### src/rtl/nibble_serializer.sv
// Parallel-load to framed serial transmitter: start(0), WIDTH data bits LSB first, stop(1).
// Define NIBBLE_SERIALIZER_PARITY_EN to insert an even-parity bit between data and stop.
module nibble_serializer #(
   parameter int WIDTH        = 4,
   parameter int CLKS_PER_BIT = 4
) (
   input  logic             CLK,
   input  logic             RST,
   input  logic [WIDTH-1:0] D,
   input  logic             LD,
   output logic             BUSY,
   output logic             TXD,
   output logic             DONE
);

`ifdef NIBBLE_SERIALIZER_PARITY_EN
   typedef enum logic [2:0] {S_IDLE, S_START, S_DATA, S_PARITY, S_STOP} state_t;
`else
   typedef enum logic [1:0] {S_IDLE, S_START, S_DATA, S_STOP} state_t;
`endif

   localparam logic [7:0] BAUD_LAST = 8'(CLKS_PER_BIT - 1);
   localparam logic [3:0] IDX_LAST  = 4'(WIDTH - 1);

   state_t           state, state_n;
   logic [WIDTH-1:0] sh, sh_n;
   logic [3:0]       idx, idx_n;
   logic [7:0]       baud, baud_n;
   logic             bit_last;
   logic             txd_n;
`ifdef NIBBLE_SERIALIZER_PARITY_EN
   logic             par;
`endif

   assign bit_last = (baud == BAUD_LAST);

   always_comb begin
      state_n = state;
      sh_n    = sh;
      idx_n   = idx;
      baud_n  = bit_last ? '0 : baud + 8'd1;
      case (state)
         S_IDLE: begin
            baud_n = '0;
            if (LD) begin
               sh_n    = D;
               state_n = S_START;
            end
         end
         S_START: begin
            if (bit_last) begin
               idx_n   = '0;
               state_n = S_DATA;
            end
         end
         S_DATA: begin
            if (bit_last) begin
               sh_n = sh >> 1;
               if (idx == IDX_LAST) begin
`ifdef NIBBLE_SERIALIZER_PARITY_EN
                  state_n = S_PARITY;
`else
                  state_n = S_STOP;
`endif
               end else begin
                  idx_n = idx + 4'd1;
               end
            end
         end
`ifdef NIBBLE_SERIALIZER_PARITY_EN
         S_PARITY: begin
            if (bit_last) state_n = S_STOP;
         end
`endif
         S_STOP: begin
            if (bit_last) state_n = S_IDLE;
         end
         default: state_n = S_IDLE;
      endcase
   end

   // Outputs are registered from the next-state values so they line up with the state itself.
   always_comb begin
      txd_n = 1'b1;
      case (state_n)
         S_START:  txd_n = 1'b0;
         S_DATA:   txd_n = sh_n[0];
`ifdef NIBBLE_SERIALIZER_PARITY_EN
         S_PARITY: txd_n = par;
`endif
         default:  txd_n = 1'b1;
      endcase
   end

   always_ff @(posedge CLK) begin
      if (!RST) begin
         state <= S_IDLE;
         sh    <= '0;
         idx   <= '0;
         baud  <= '0;
         TXD   <= 1'b1;
         BUSY  <= 1'b0;
         DONE  <= 1'b0;
`ifdef NIBBLE_SERIALIZER_PARITY_EN
         par   <= 1'b0;
`endif
      end else begin
         state <= state_n;
         sh    <= sh_n;
         idx   <= idx_n;
         baud  <= baud_n;
         TXD   <= txd_n;
         BUSY  <= (state_n != S_IDLE);
         DONE  <= (state_n == S_STOP) && (baud_n == BAUD_LAST);
`ifdef NIBBLE_SERIALIZER_PARITY_EN
         if (state == S_IDLE && LD) par <= ^D;
`endif
      end
   end

endmodule

### config.mk
export PLATFORM = sky130hd
export DESIGN_NAME = nibble_serializer
export DESIGN_NICKNAME = d
export VERILOG_FILES = /design/src/rtl/nibble_serializer.sv
export SDC_FILE = /design/constraint.sdc
export NUM_CORES = 1
export LEC_CHECK = 0
export BUFFER_PORTS_ARGS = -buffer_cell sky130_fd_sc_hd__buf_2
export CAP_MARGIN = 0
export CORE_AREA = 5 5 54 56
export DETAILED_ROUTE_END_ITERATION = 6
export DIE_AREA = 0 0 59 61
export SYNTH_ARGS = -nofsm -noshare
export SYNTH_HDL_FRONTEND = slang
export SYNTH_SLANG_ARGS = --single-unit
### constraint.sdc
create_clock -name CLK -period 4.1 [get_ports CLK]
set_clock_uncertainty 0.2 [all_clocks]
set_input_delay 0.41 -clock CLK [delete_from_list [all_inputs] [get_ports CLK]]
set_output_delay 0.41 -clock CLK [all_outputs]
set_load 0.01 [all_outputs]
# Word-level counts from Yosys, hierarchy flattened
# Cells that the tools add are included.
[classes] n_reduce_logical=7 muxes=16 n_eq_ne=13 n_addsub=2
[ops] operator="two-way mux 4 bit" count=5
[ops] operator="equality test 8 x 2 -> 1 bit, second input constant" count=2
[ops] operator="two-way mux 8 bit" count=2
[ops] operator="one-hot mux 4 bit (2 select lines)" count=2
[ops] operator="two-way mux 2 bit" count=5
[ops] operator="adder 8 x 1 -> 8 bit, second input constant" count=1
[ops] operator="equality test 2 bit, second input constant" count=4
[ops] operator="!= test 2 bit, second input constant" count=4
[ops] operator="one-hot mux 2 bit (4 select lines)" count=1
[ops] operator="nonzero test 2 bit" count=3
[ops] operator="adder 4 x 1 -> 4 bit, second input constant" count=1
[ops] operator="equality test 2 x 1 -> 1 bit, second input constant" count=2
[ops] operator="equality test 4 x 2 -> 1 bit, second input constant" count=1
[ops] operator="AND reduction 4 bit" count=1
[ops] operator="AND reduction 3 bit" count=1
[ops] operator="logical NOT 2 bit" count=1
[ops] operator="one-hot mux 1 bit (2 select lines)" count=1
[ops] operator="logical AND 1 bit" count=1
[totals] elab_cells=46 out_inout_bits=3 in_bits=7 reg_bits=21

# Logic depth before layout (Yosys ltp)
# Gate-level depths: netlist of the first run.
[logic_depth] word_depth=6 ltp_mapped=6 mapped_depth_nobuf=6

# Worst setup path after synthesis of the first run
# OpenSTA, ideal clock, no wires.
[synth_path] path_type="register -> register" from="reg baud[0]" to="reg TXD" arrival_ns=1.767 setup_ns=0.134 synth_period_minus_slack_ns=2.101 n_path_buf=0 path_slack_ns=1.999 required_time_ns=3.766 stages_incl_launch_ff=7 cell_sequence="dfxtp_1 > ha_1 > or4b_4 > nor3_2 > nor2_1 > a21oi_2 > o221ai_2"
[synth_via] elab_chain_len=5 elab_cells_between_ends=10 classes_between="eq/ne (3); mux (7)"
[synth_lines] element="from (decl)" line="28" rtl="logic [7:0] baud, baud_n;"
[synth_lines] element="from (signal assigned)" line="111" rtl="baud <= baud_n;"
[synth_lines] element="equality test 8 x 2 -> 1 bit *" line="35" rtl="assign bit_last = (baud == BAUD_LAST);"
[synth_lines] element="two-way mux 2 bit, on equally long branches" line="76, 51, 57"
[synth_lines] element="one-hot mux 2 bit (4 select lines)" line="42" rtl="case (state)"
[synth_lines] element="equality test 2 bit / equality test 2 x 1 -> 1 bit (equally long branches)" line="85" rtl="case (state_n)"
[synth_lines] element="one-hot mux 1 bit (2 select lines) *" line="85"
[synth_lines] element="to (signal assigned)" line="112" rtl="TXD <= txd_n;"
[synth_lines] element="to (decl)" line="12" rtl="output logic TXD,"
# Every way passes the cells marked *; elsewhere a longest branch is shown, timed or not. The select of a mux whose other input is x is not followed.
# A chain may end at the register's enable or synchronous reset.

# Worst setup path after layout of the first run
# Same ends and word-level chain as after synthesis.

==> flow_metrics.env, run 1 <==
export IMPL_leakagePower_nw=0.4172
export IMPL_worstSkewPairLatency_ns=0.30
export IMPL_syn_to_final_growth_pct=10.69
export IMPL_cts_setup_buffers=0
export IMPL_grt_util_all_layers_pct=11.24
export IMPL_setup_tns_ns=0
export IMPL_path_depth=6
export IMPL_cts_hold_buf=0
export IMPL_power_switching_w=0.00007552
export IMPL_cp_slowest_cell="or4b_4"
export IMPL_htree_levels=1
export IMPL_dp_hpwl_um=1362
export IMPL_io_pins=10
export IMPL_overflow=0
export IMPL_placementRows=18
export IMPL_crit_fanout=6
export IMPL_rsz0062_at_grt="false"
export IMPL_seq_area_frac_synth_pct=42.75
export IMPL_die_area_um2=3599
export IMPL_status="complete, no violations"
export IMPL_vdd_ir_drop_max_mv=0.2015
export IMPL_fp_dieH_um=61
export IMPL_drtIter0Drc=25
export IMPL_yosys_warnings=0
export IMPL_syn_area_per_cell_um2=9.278
export IMPL_whs_ns=0.1578
export IMPL_gp_congestion=0.8152
export IMPL_final_min_clock_period_ns=2.253
export IMPL_dr_pass1_iters=4
export IMPL_wl_per_cell_um=11.69
export IMPL_root_buffer="clkbuf_4"
export IMPL_cts_sinks=21
export IMPL_regToRegStartpoint="baud[0]$_SDFF_PN0_"
export IMPL_wl_met1_um=835
export IMPL_critical_path_required_ns=4.09
export IMPL_worst_pin_slew_ns=0.4787
export IMPL_core_um2=2387
export IMPL_cp_startpoint="baud[0]$_SDFF_PN0_"
export IMPL_path_buf_inv=0
export IMPL_detail_route_vias_per_cell=5.284
export IMPL_ant_nets=0
export IMPL_via_count=782
export IMPL_drv_cap=0
export IMPL_min_period_over_period_pct=54.94
export IMPL_seq_power_share_pct=63.5
export IMPL_grt_max_degree=14
export IMPL_wl_met2_um=759
export IMPL_clkPwrFrac_pct=28.7
export IMPL_cts_clk_slew_worst_paths_ns=0.11
export IMPL_max_slew_margin_pct=68.01
export IMPL_fin_nets=128
export IMPL_synth_cell_types=39
export IMPL_fmax_ghz=0.4439
export IMPL_synth_seq_cells=21
export IMPL_drive_gt1_share_pct=19.49
export IMPL_cellPowerDensity_nw_per_um2=306.9
export IMPL_setup_viol=0
export IMPL_start_util_pct=41.19
export IMPL_max_stage_delay_ns=0.52
export IMPL_clockBufferDepth=2
export IMPL_p_comb_share_pct=7.7
export IMPL_p_int_w=0.0002586
export IMPL_n_fill_cell=250
export IMPL_hold_path_startpoint="D[3]"
export IMPL_cp_end_kind="register"
export IMPL_synth_cells=106
export IMPL_cp_cell_sequence="ha_1 > or4b_4 > nor3_2 > nor2_1 > a21oi_2 > o221ai_2"
export IMPL_first_global_vias=734
export IMPL_r2r_setup_slack_ns=1.85
export IMPL_cts_resized=0
export IMPL_synthesis_area_um2=983.4
export IMPL_grt_pass1_wl_um=3049
export IMPL_switching_share_pct=22.60
export IMPL_wl_um=1730
export IMPL_r2r_cells=6
export IMPL_diodes=0
export IMPL_syn_nets=115
export IMPL_arrival_ns=2.24
export IMPL_r2r_end="TXD$_SDFF_PN1_"
export IMPL_cts_tree="built"
export IMPL_hold_viol=0
export IMPL_drv_slew=0
export IMPL_top_layer="met4"
export IMPL_numCtsBuffers=3
export IMPL_antenna_found_initial=0
export IMPL_start_kind="register"
export IMPL_fp_dieW_um=59
export IMPL_cp_endpoint="TXD$_SDFF_PN1_"
export IMPL_port_buffers=9
export IMPL_cp_top_family="simple AND/OR/NAND/NOR gates"
export IMPL_hold_path_class="in -> reg"
export IMPL_drc=0
export IMPL_wl_met3_um=82
export IMPL_crit_type="reg -> reg"
-- power groups by stage --
stage / Sequential [W] / Clock [W] / Combinational, W
2_1_floorplan: 0.000217 / 0 / 0.0000171
3_3_place_gp: 0.000217 / 0 / 0.0000256
3_5_place_dp: 0.000217 / 0 / 0.0000262
4_1_cts: 0.000212 / 0.000102 / 0.0000263
5_1_grt: 0.000213 / 0.000110 / 0.0000295
6_report: 0.000212 / 0.0000960 / 0.0000259
-- layout by cell type, fill, tap and decap left out, drive strengths merged --
cell type	instances
or3b	1
nor2	14
nand3	7
xnor2	3
nand4	2
or3	2
o31ai	1
inv	2
dfxtp	21
clkbuf	4
o221ai	1
a22o	1
or4b	1
and2	3
nor3b	2
buf	9
nor2b	1
nand2	8
nor3	3
a21boi	6
or2b	2
ha	2
xor2	6
a22oi	2
a21oi	3
nand4b	1
nor4b	2
o211ai	1
and3	5
nand2b	1
o21ai	1
-- logic make-up (layout without fill, tap and decap cells) --
kind of cell	after synthesis	after routing	synth area share (%)
AND/OR/NAND/NOR	55	55	32.70
flip-flops	21	21	42.75
AO/OA/AOI/OAI	16	16	12.85
XOR/XNOR	9	9	8.016
buffers and inverters	3	15	1.145
adder cells (fa/ha/maj)	2	2	2.544
-- tightest hold or removal path, stage by stage --
cell and delay [ns]:
buf_2 0.09, nand2_1 0.04, a21boi_0 0.07
-- sequential cells by signal (all words and copies together), names as in the netlist --
register	flops
idx	4
state	2
DONE	1
sh	4
BUSY	1
TXD	1
baud	8
-- cells in the mapped netlist --
| master | number | share of area, % |
|---|---|---|
| inv_1 | 2 | 0.76 |
| o31ai_1 | 1 | 0.76 |
| xnor2_1 | 3 | 2.7 |
| a22o_1 | 1 | 0.89 |
| or3_1 | 1 | 0.64 |
| a21oi_1 | 2 | 1.0 |
| or2b_1 | 1 | 0.76 |
| nor4b_1 | 2 | 1.8 |
| a21boi_0 | 4 | 3.1 |
| and2_0 | 1 | 0.64 |
| ha_1 | 2 | 2.5 |
| nand2_1 | 7 | 2.7 |
| o211ai_1 | 1 | 0.76 |
| nand4_1 | 2 | 1.3 |
| nor3_1 | 2 | 1.0 |
| and3_2 | 1 | 0.76 |
| a21oi_2 | 1 | 0.89 |
| a22oi_1 | 2 | 1.5 |
| o21ai_2 | 1 | 0.89 |
| and2_1 | 2 | 1.3 |
| nor2b_1 | 1 | 0.64 |
| or3_4 | 1 | 1.1 |
| dfxtp_1 | 21 | 43 |
| nand2_2 | 1 | 0.64 |
| nor3b_1 | 2 | 1.5 |
| nor3_2 | 1 | 1.0 |
| nor2_4 | 1 | 1.1 |
| o221ai_2 | 1 | 1.5 |
| xor2_1 | 6 | 5.3 |
| or4b_4 | 1 | 1.4 |
| nor2_1 | 13 | 5.0 |
| nand3_1 | 7 | 3.6 |
| or2b_2 | 1 | 0.89 |
| nand2b_1 | 1 | 0.64 |
| a21boi_1 | 2 | 1.5 |
| nand4b_1 | 1 | 0.89 |
| or3b_2 | 1 | 0.89 |
| clkbuf_1 | 1 | 0.38 |
| and3_1 | 4 | 2.5 |
-- worst min path at each step --
stage               cells past startpoint                 end  slack, ns
floorplan                               2  sh[2]$_SDFFE_PN0P_       0.24
global placement                        2  sh[2]$_SDFFE_PN0P_       0.26
detailed placement                      2  sh[2]$_SDFFE_PN0P_       0.25
CTS                                     3  sh[3]$_SDFFE_PN0P_       0.15
global route                            3  sh[3]$_SDFFE_PN0P_       0.16
finish                                  3  sh[3]$_SDFFE_PN0P_       0.16
-- area by class of cell --
class,count,area (um2),share of cell area (%)
repair buffers,9,45.04,4.138
flip-flops and latches,21,420.4,38.62
well taps,30,37.54,3.448
inverters,2,7.507,0.6897
clock buffers,4,26.28,2.414
multi-input cells,82,551.8,50.69
-- metal layers --
metal / up-vias / global-route usage, %
met5: - / 0
met4: 0 / 7.767
met3: 5 / 2.128
met2: 14 / 17.67
met1: 361 / 13.92
li1: 402 / -
-- through the flow --
| step | area [um2] | utilization (%) | worst slack, ns | cells | power (W) |
|---|---|---|---|---|---|
| floorplan | 983.4 | - | 1.999 | 106 | 0.0002343 |
| global placement | 1062 | 44.50 | 1.889 | 144 | 0.0002425 |
| detailed placement | 1062 | 44.50 | 1.857 | 144 | 0.0002432 |
| CTS | 1089 | 45.60 | 1.835 | 148 | 0.0003408 |
| global route | 1089 | 45.60 | 1.674 | 148 | 0.0003524 |
| finish | 1089 | 45.60 | 1.847 | 148 | 0.0003341 |
No activity file was read; power rests on OpenSTA's default activity.
==> run 2, diff against run 1 <==
--- a/config.mk
+++ b/config.mk
@@ -5,11 +5,12 @@
 export SDC_FILE = /design/constraint.sdc
 export NUM_CORES = 1
 export LEC_CHECK = 0
+export ABC_AREA = 1
 export BUFFER_PORTS_ARGS = -buffer_cell sky130_fd_sc_hd__buf_2
 export CAP_MARGIN = 0
-export CORE_AREA = 5 5 54 56
+export CORE_AREA = 5 5 57 59
 export DETAILED_ROUTE_END_ITERATION = 6
-export DIE_AREA = 0 0 59 61
+export DIE_AREA = 0 0 62 64
 export SYNTH_ARGS = -nofsm -noshare
 export SYNTH_HDL_FRONTEND = slang
 export SYNTH_SLANG_ARGS = --single-unit
==> constraint.sdc (replaced) <==
create_clock -name CLK -period 2.2 [get_ports CLK]
set_clock_uncertainty 0.2 [all_clocks]
set_input_delay 0.22 -clock CLK [delete_from_list [all_inputs] [get_ports CLK]]
set_output_delay 0.22 -clock CLK [all_outputs]
set_load 0.01 [all_outputs]
==> flow_metrics.env, run 2 <==
export IMPL_seq_area_frac_synth_pct=39.07
export IMPL_reg_top3="baud: 8 flops, idx: 4 flops, sh: 4 flops"
export IMPL_placementRows=19
export IMPL_yosysTopAreaCell="dfxtp_1"
export IMPL_max_slew_margin_pct=69.17
export IMPL_start_util_pct=40.41
export IMPL_cp_end_kind="register"
export IMPL_final_min_clock_period_ns=1.771
export IMPL_drv_slew=0
export IMPL_synth_top_area_share_pct=39.07
export IMPL_via_count=965
export IMPL_synth_cell_types=24
export IMPL_layout_setup_ws_ns=0.4291
export IMPL_synth_area_leaders="dfxtp_1 (39%), nand2_1 (15%), nor2_1 (8.4%)"
export IMPL_cts_tree="built"
export IMPL_finalPower_w=0.0006481
export IMPL_syn_area_per_cell_um2=6.767
export IMPL_yosys_warnings=0
export IMPL_rsz0062_at_grt="false"
export IMPL_synthesis_area_um2=1076
export IMPL_async_flop_share_pct=0
export IMPL_port_buffers=9
export IMPL_largest_register="baud"
export IMPL_drtIter0Drc=45
export IMPL_numCtsBuffers=3
export IMPL_crit_type="reg -> reg"
export IMPL_detail_route_vias_per_cell=4.684
export IMPL_cts_hold_buf=4
export IMPL_cts_resized=0
export IMPL_critical_path_required_ns=2.19
export IMPL_synth_seq_cells=21
export IMPL_htree_levels=1
export IMPL_drive_gt1_share_pct=16.00
export IMPL_fp_dieH_um=64
export IMPL_n_fill_cell=279
export IMPL_synth_cells=159
export IMPL_worst_pin_slew_ns=0.4619
export IMPL_mostFrequentLayoutCells="nand2_1 (44), nor2_1 (24), dfxtp_1 (21)"
export IMPL_core_um2=2663
export IMPL_first_global_vias=874
export IMPL_ant_nets=0
export IMPL_cellPowerDensity_nw_per_um2=530.2
export IMPL_setup_tns_ns=0
export IMPL_arrival_ns=1.76
export IMPL_fin_nets=185
export IMPL_regToRegStartpoint="baud[0]$_SDFF_PN0_"
export IMPL_grt_util_all_layers_pct=11.72
export IMPL_wl_um=2089
export IMPL_fmax_ghz=0.5647
export IMPL_status="complete, no violations"
export IMPL_cts_clk_slew_worst_paths_ns=0.11
export IMPL_diodes=0
export IMPL_hold_path_startpoint="D[0]"
export IMPL_worstSkewPairLatency_ns=0.29
export IMPL_wl_per_cell_um=10.14
export IMPL_root_buffer="clkbuf_4"
export IMPL_cts_sinks=21
export IMPL_crit_fanout=6
export IMPL_r2r_setup_slack_ns=0.43
export IMPL_dp_hpwl_um=1570
export IMPL_synth_flop_cell="dfxtp_1"
export IMPL_cts_setup_buffers=0
export IMPL_clockBufferDepth=2
export IMPL_setup_viol=0
export IMPL_syn_to_final_growth_pct=13.60
export IMPL_drc=0
export IMPL_gp_congestion=0.8225
export IMPL_leakagePower_nw=0.5523
export IMPL_min_period_over_period_pct=80.50
export IMPL_antenna_found_initial=0
export IMPL_fp_dieW_um=62
export IMPL_hold_path_class="in -> reg"
export IMPL_place_worst_setup_slack_ns=0.4563
export IMPL_cp_startpoint="baud[0]$_SDFF_PN0_"
export IMPL_dr_pass1_iters=4
export IMPL_io_pins=10
export IMPL_grt_pass1_wl_um=3657
export IMPL_start_kind="register"
export IMPL_drv_cap=0
export IMPL_synth_edff_count=0
export IMPL_overflow=0
export IMPL_hold_viol=0
export IMPL_syn_nets=168
export IMPL_mostFrequentLayoutCell="nand2_1"
export IMPL_synth_common_cells="nand2_1 (44), nor2_1 (24), dfxtp_1 (21), inv_1 (19), nand3_1 (13)"
export IMPL_grt_max_degree=14
export IMPL_largest_reg_flops=8
export IMPL_die_area_um2=3968
export IMPL_yosysMostFrequentCell="nand2_1"
export IMPL_vdd_ir_drop_max_mv=0.4976
==> run 2: cell types whose count changed after synthesis, moves of 3 or more <==
cell / change
a21boi_0: -4
inv_1: +17
a21oi_1: +4
nor2_1: +11
nand2_1: +37
nand3_1: +6
inv_2: +5
xnor2_1: -3
and3_1: -4
==> run 2: final cells by class <==
class	instances	area (um2)	share of cell area [%]
well taps	31	38.79	3.173
inverters	25	95.09	7.779
multi-input cells	112	556.8	45.55
flip-flops and latches	21	420.4	34.39
clock buffers	4	26.28	2.149
repair buffers	13	85.08	6.960
==> run 2: worst paths after layout <==
check / end / cells past startpoint
hold / removal: sh[0]$_SDFF_PN0_ / 5
setup reg to reg: TXD$_SDFF_PN1_ / 10
setup / recovery: TXD$_SDFF_PN1_ / 10
hold reg to reg: sh[3]$_SDFFE_PN0P_ / 2
==> run 2: through the flow <==
stage / utilization [%] / cells / hold WS, ns / cell area [um2]
after detailed placement: 43.42 / 198 / 0.2594 / 1156
after floorplan: - / 159 / 0.1041 / 1076
after global placement: 43.42 / 198 / 0.2471 / 1156
final: 45.91 / 206 / 0.1253 / 1222
after global routing: 45.91 / 206 / 0.1538 / 1222
after CTS: 45.91 / 206 / 0.1247 / 1222
==> run 2: cell families (layout without fill, tap and decap cells) <==
group,Yosys count,count (layout),synth area share (%)
flip-flops,21,21,39.07
AND/OR/NAND/NOR,91,91,37.33
buffers and inverters,26,42,9.186
adder cells (fa/ha/maj),2,2,2.325
XOR/XNOR,5,5,4.070
AO/OA/AOI/OAI,14,14,8.023
==> run 2: metal layers <==
metal / wire, um / up-vias / global-route usage (%)
li1: - / 525 / -
met1: 1070 / 418 / 16.85
met2: 910 / 18 / 17.49
met3: 83 / 4 / 1.811
met4: 25 / 0 / 3.979
met5: 0 / - / 0
==> run 2: where the power goes <==
part	switching [W]	internal, W
clock	0.000108	0.0000704
sequential	0.00000802	0.000391
combinational	0.0000420	0.0000289
==> run 2: worst max-delay path, cell delays in order, from the launching register on <==
cell and delay (ns):
dfxtp_1 0.42, ha_1 0.27, nand2_1 0.07, nor2_1 0.12
nand2_1 0.08, nand2_1 0.09, nand2_1 0.05, nor2_1 0.14
nand2_1 0.07, nand2_1 0.07, nand3_1 0.07
==> run 3, diff against run 2 <==
==> constraint.sdc (replaced) <==
create_clock -name CLK -period 1.7 [get_ports CLK]
set_clock_uncertainty 0.2 [all_clocks]
set_input_delay 0.17 -clock CLK [delete_from_list [all_inputs] [get_ports CLK]]
set_output_delay 0.17 -clock CLK [all_outputs]
set_load 0.01 [all_outputs]
==> flow_metrics.env, run 3 (synthesized netlist as in run 2, its figures left out) <==
export IMPL_final_cells=207
export IMPL_grt_max_degree=14
export IMPL_diodes=0
export IMPL_final_min_clock_period_ns=1.580
export IMPL_mostFrequentLayoutCell="nand2_1"
export IMPL_wl_per_cell_um=10.28
export IMPL_via_count=984
export IMPL_regToRegStartpoint="baud[0]$_SDFF_PN0_"
export IMPL_gp_congestion=0.8199
export IMPL_first_global_vias=940
export IMPL_grt_util_all_layers_pct=12.00
export IMPL_ant_nets=0
export IMPL_r2r_setup_slack_ns=0.12
export IMPL_arrival_ns=1.64
export IMPL_top_layer="met4"
export IMPL_cts_setup_buffers=0
export IMPL_r2r_end="DONE$_SDFF_PN0_"
export IMPL_core_um2=2663
export IMPL_io_pins=10
export IMPL_detail_route_vias_per_cell=4.754
export IMPL_n_fill_cell=267
export IMPL_fp_dieW_um=62
export IMPL_rsz0062_at_grt="false"
export IMPL_wl_met1_um=1061
export IMPL_crit_fanout=4
export IMPL_r2r_cells=7
export IMPL_fp_dieH_um=64
export IMPL_start_kind="register"
export IMPL_antenna_found_initial=0
export IMPL_fin_nets=186
export IMPL_critical_path_required_ns=1.76
export IMPL_htree_levels=1
export IMPL_drive_gt1_share_pct=20.45
export IMPL_cts_sinks=21
export IMPL_syn_to_final_growth_pct=16.40
export IMPL_hold_path_startpoint="D[0]"
export IMPL_status="complete, no violations"
export IMPL_largest_reg_flops=8
export IMPL_port_buffers=9
export IMPL_setup_tns_ns=0
export IMPL_cellPowerDensity_nw_per_um2=682.8
export IMPL_overflow=0
export IMPL_fin_area_um2=1252
export IMPL_dr_pass1_iters=4
export IMPL_largest_register="baud"
export IMPL_utilization_pct=47.04
export IMPL_reg_top3="baud: 8 flops, idx: 4 flops, sh: 4 flops"
export IMPL_wl_met2_um=962
export IMPL_hold_viol=0
export IMPL_wl_met3_um=84
export IMPL_dp_hpwl_um=1568
export IMPL_regArea_um2=424.2
export IMPL_numCtsBuffers=3
export IMPL_whs_path_depth=5
export IMPL_drv_slew=0
export IMPL_cts_clk_slew_worst_paths_ns=0.12
export IMPL_max_slew_margin_pct=68.30
export IMPL_worst_pin_slew_ns=0.4749
export IMPL_min_period_over_period_pct=92.93
export IMPL_placementRows=19
export IMPL_mostFrequentLayoutCells="nand2_1 (43), nor2_1 (23), inv_1 (19)"
export IMPL_fmax_ghz=0.6330
export IMPL_start_util_pct=40.41
export IMPL_place_area_um2=1164
export IMPL_min_to="sh[0]$_SDFF_PN0_"
export IMPL_vdd_ir_drop_max_mv=0.4796
export IMPL_dp_cells=199
export IMPL_drc=0
export IMPL_setup_viol=0
export IMPL_crit_type="reg -> reg"
export IMPL_drv_cap=0
export IMPL_wl_um=2128
export IMPL_die_area_um2=3968
export IMPL_worstSkewPairLatency_ns=0.30
export IMPL_clockBufferDepth=2
export IMPL_root_buffer="clkbuf_4"
export IMPL_hold_path_class="in -> reg"
export IMPL_multi_input_area_um2=574.3
export IMPL_whs_ns=0.03553
export IMPL_leakagePower_nw=0.5608
export IMPL_grt_pass1_wl_um=3836
export IMPL_cp_end_kind="register"
export IMPL_cts_tree="built"
export IMPL_drtIter0Drc=37
==> run 3: cell types whose count changed in the layout (fill, tap and decap cells not counted), sizes merged <==
cell    change
clkinv      +1
buf         +1
clkbuf      -1
==> run 3: repair_timing <==
action,CTS,global route
resized for setup,0,8
endpoints found under the hold margin,6,0
hold buffers,4,0
endpoints found under the setup margin,0,9
==> run 3: final cells by class <==
class / count / area share [%]
clock buffer: 3 / 1.798
clock inverter: 1 / 0.3996
inverter: 25 / 7.592
multi-input combinational: 112 / 45.85
sequential: 21 / 33.87
tap: 31 / 3.097
timing repair buffer: 14 / 7.393
==> run 3: worst max-delay path, cell delays in order (launching register included) <==
cell and delay [ns]:
dfxtp_2 0.38, ha_4 0.17, nand3_1 0.12, xor2_1 0.24
nand3_1 0.12, nor2_1 0.14, nand3_1 0.09, nor2_1 0.08
==> run 3: worst max-delay path by stage <==
stage / from / endpoint / slack [ns]
after detailed placement: baud[0]$_SDFF_PN0_ / TXD$_SDFF_PN1_ / 0.07
after floorplan: baud[0]$_SDFF_PN0_ / TXD$_SDFF_PN1_ / 0.11
after CTS: baud[0]$_SDFF_PN0_ / TXD$_SDFF_PN1_ / 0.06
final: baud[0]$_SDFF_PN0_ / DONE$_SDFF_PN0_ / 0.12
after global placement: baud[0]$_SDFF_PN0_ / TXD$_SDFF_PN1_ / 0.08
after global routing: baud[0]$_SDFF_PN0_ / TXD$_SDFF_PN1_ / 0.01
==> run 3: power breakdown <==
group / switching, W / total (W) / leakage (nW) / internal (W)
combinational: 0.0000557 / 0.0000961 / 0.371 / 0.0000403
sequential: 0.0000107 / 0.000517 / 0.172 / 0.000507
clock: 0.000154 / 0.000242 / 0.0177 / 0.0000878
==> run 3: per-stage QoR <==
step | setup slack (ns) | power [W]
floorplan | 0.1139 | 0.0005870
global placement | 0.08015 | 0.0006137
detailed placement | 0.06674 | 0.0006136
CTS | 0.05585 | 0.0008606
global route | 0.01028 | 0.0008992
finish | 0.1203 | 0.0008552
==> run 3: per-layer routing <==
metal | GRT usage, % | vias to the layer above
met5 | 0 | -
met4 | 3.183 | 0
met3 | 2.414 | 2
met1 | 17.01 | 444
met2 | 18.26 | 12
li1 | - | 526
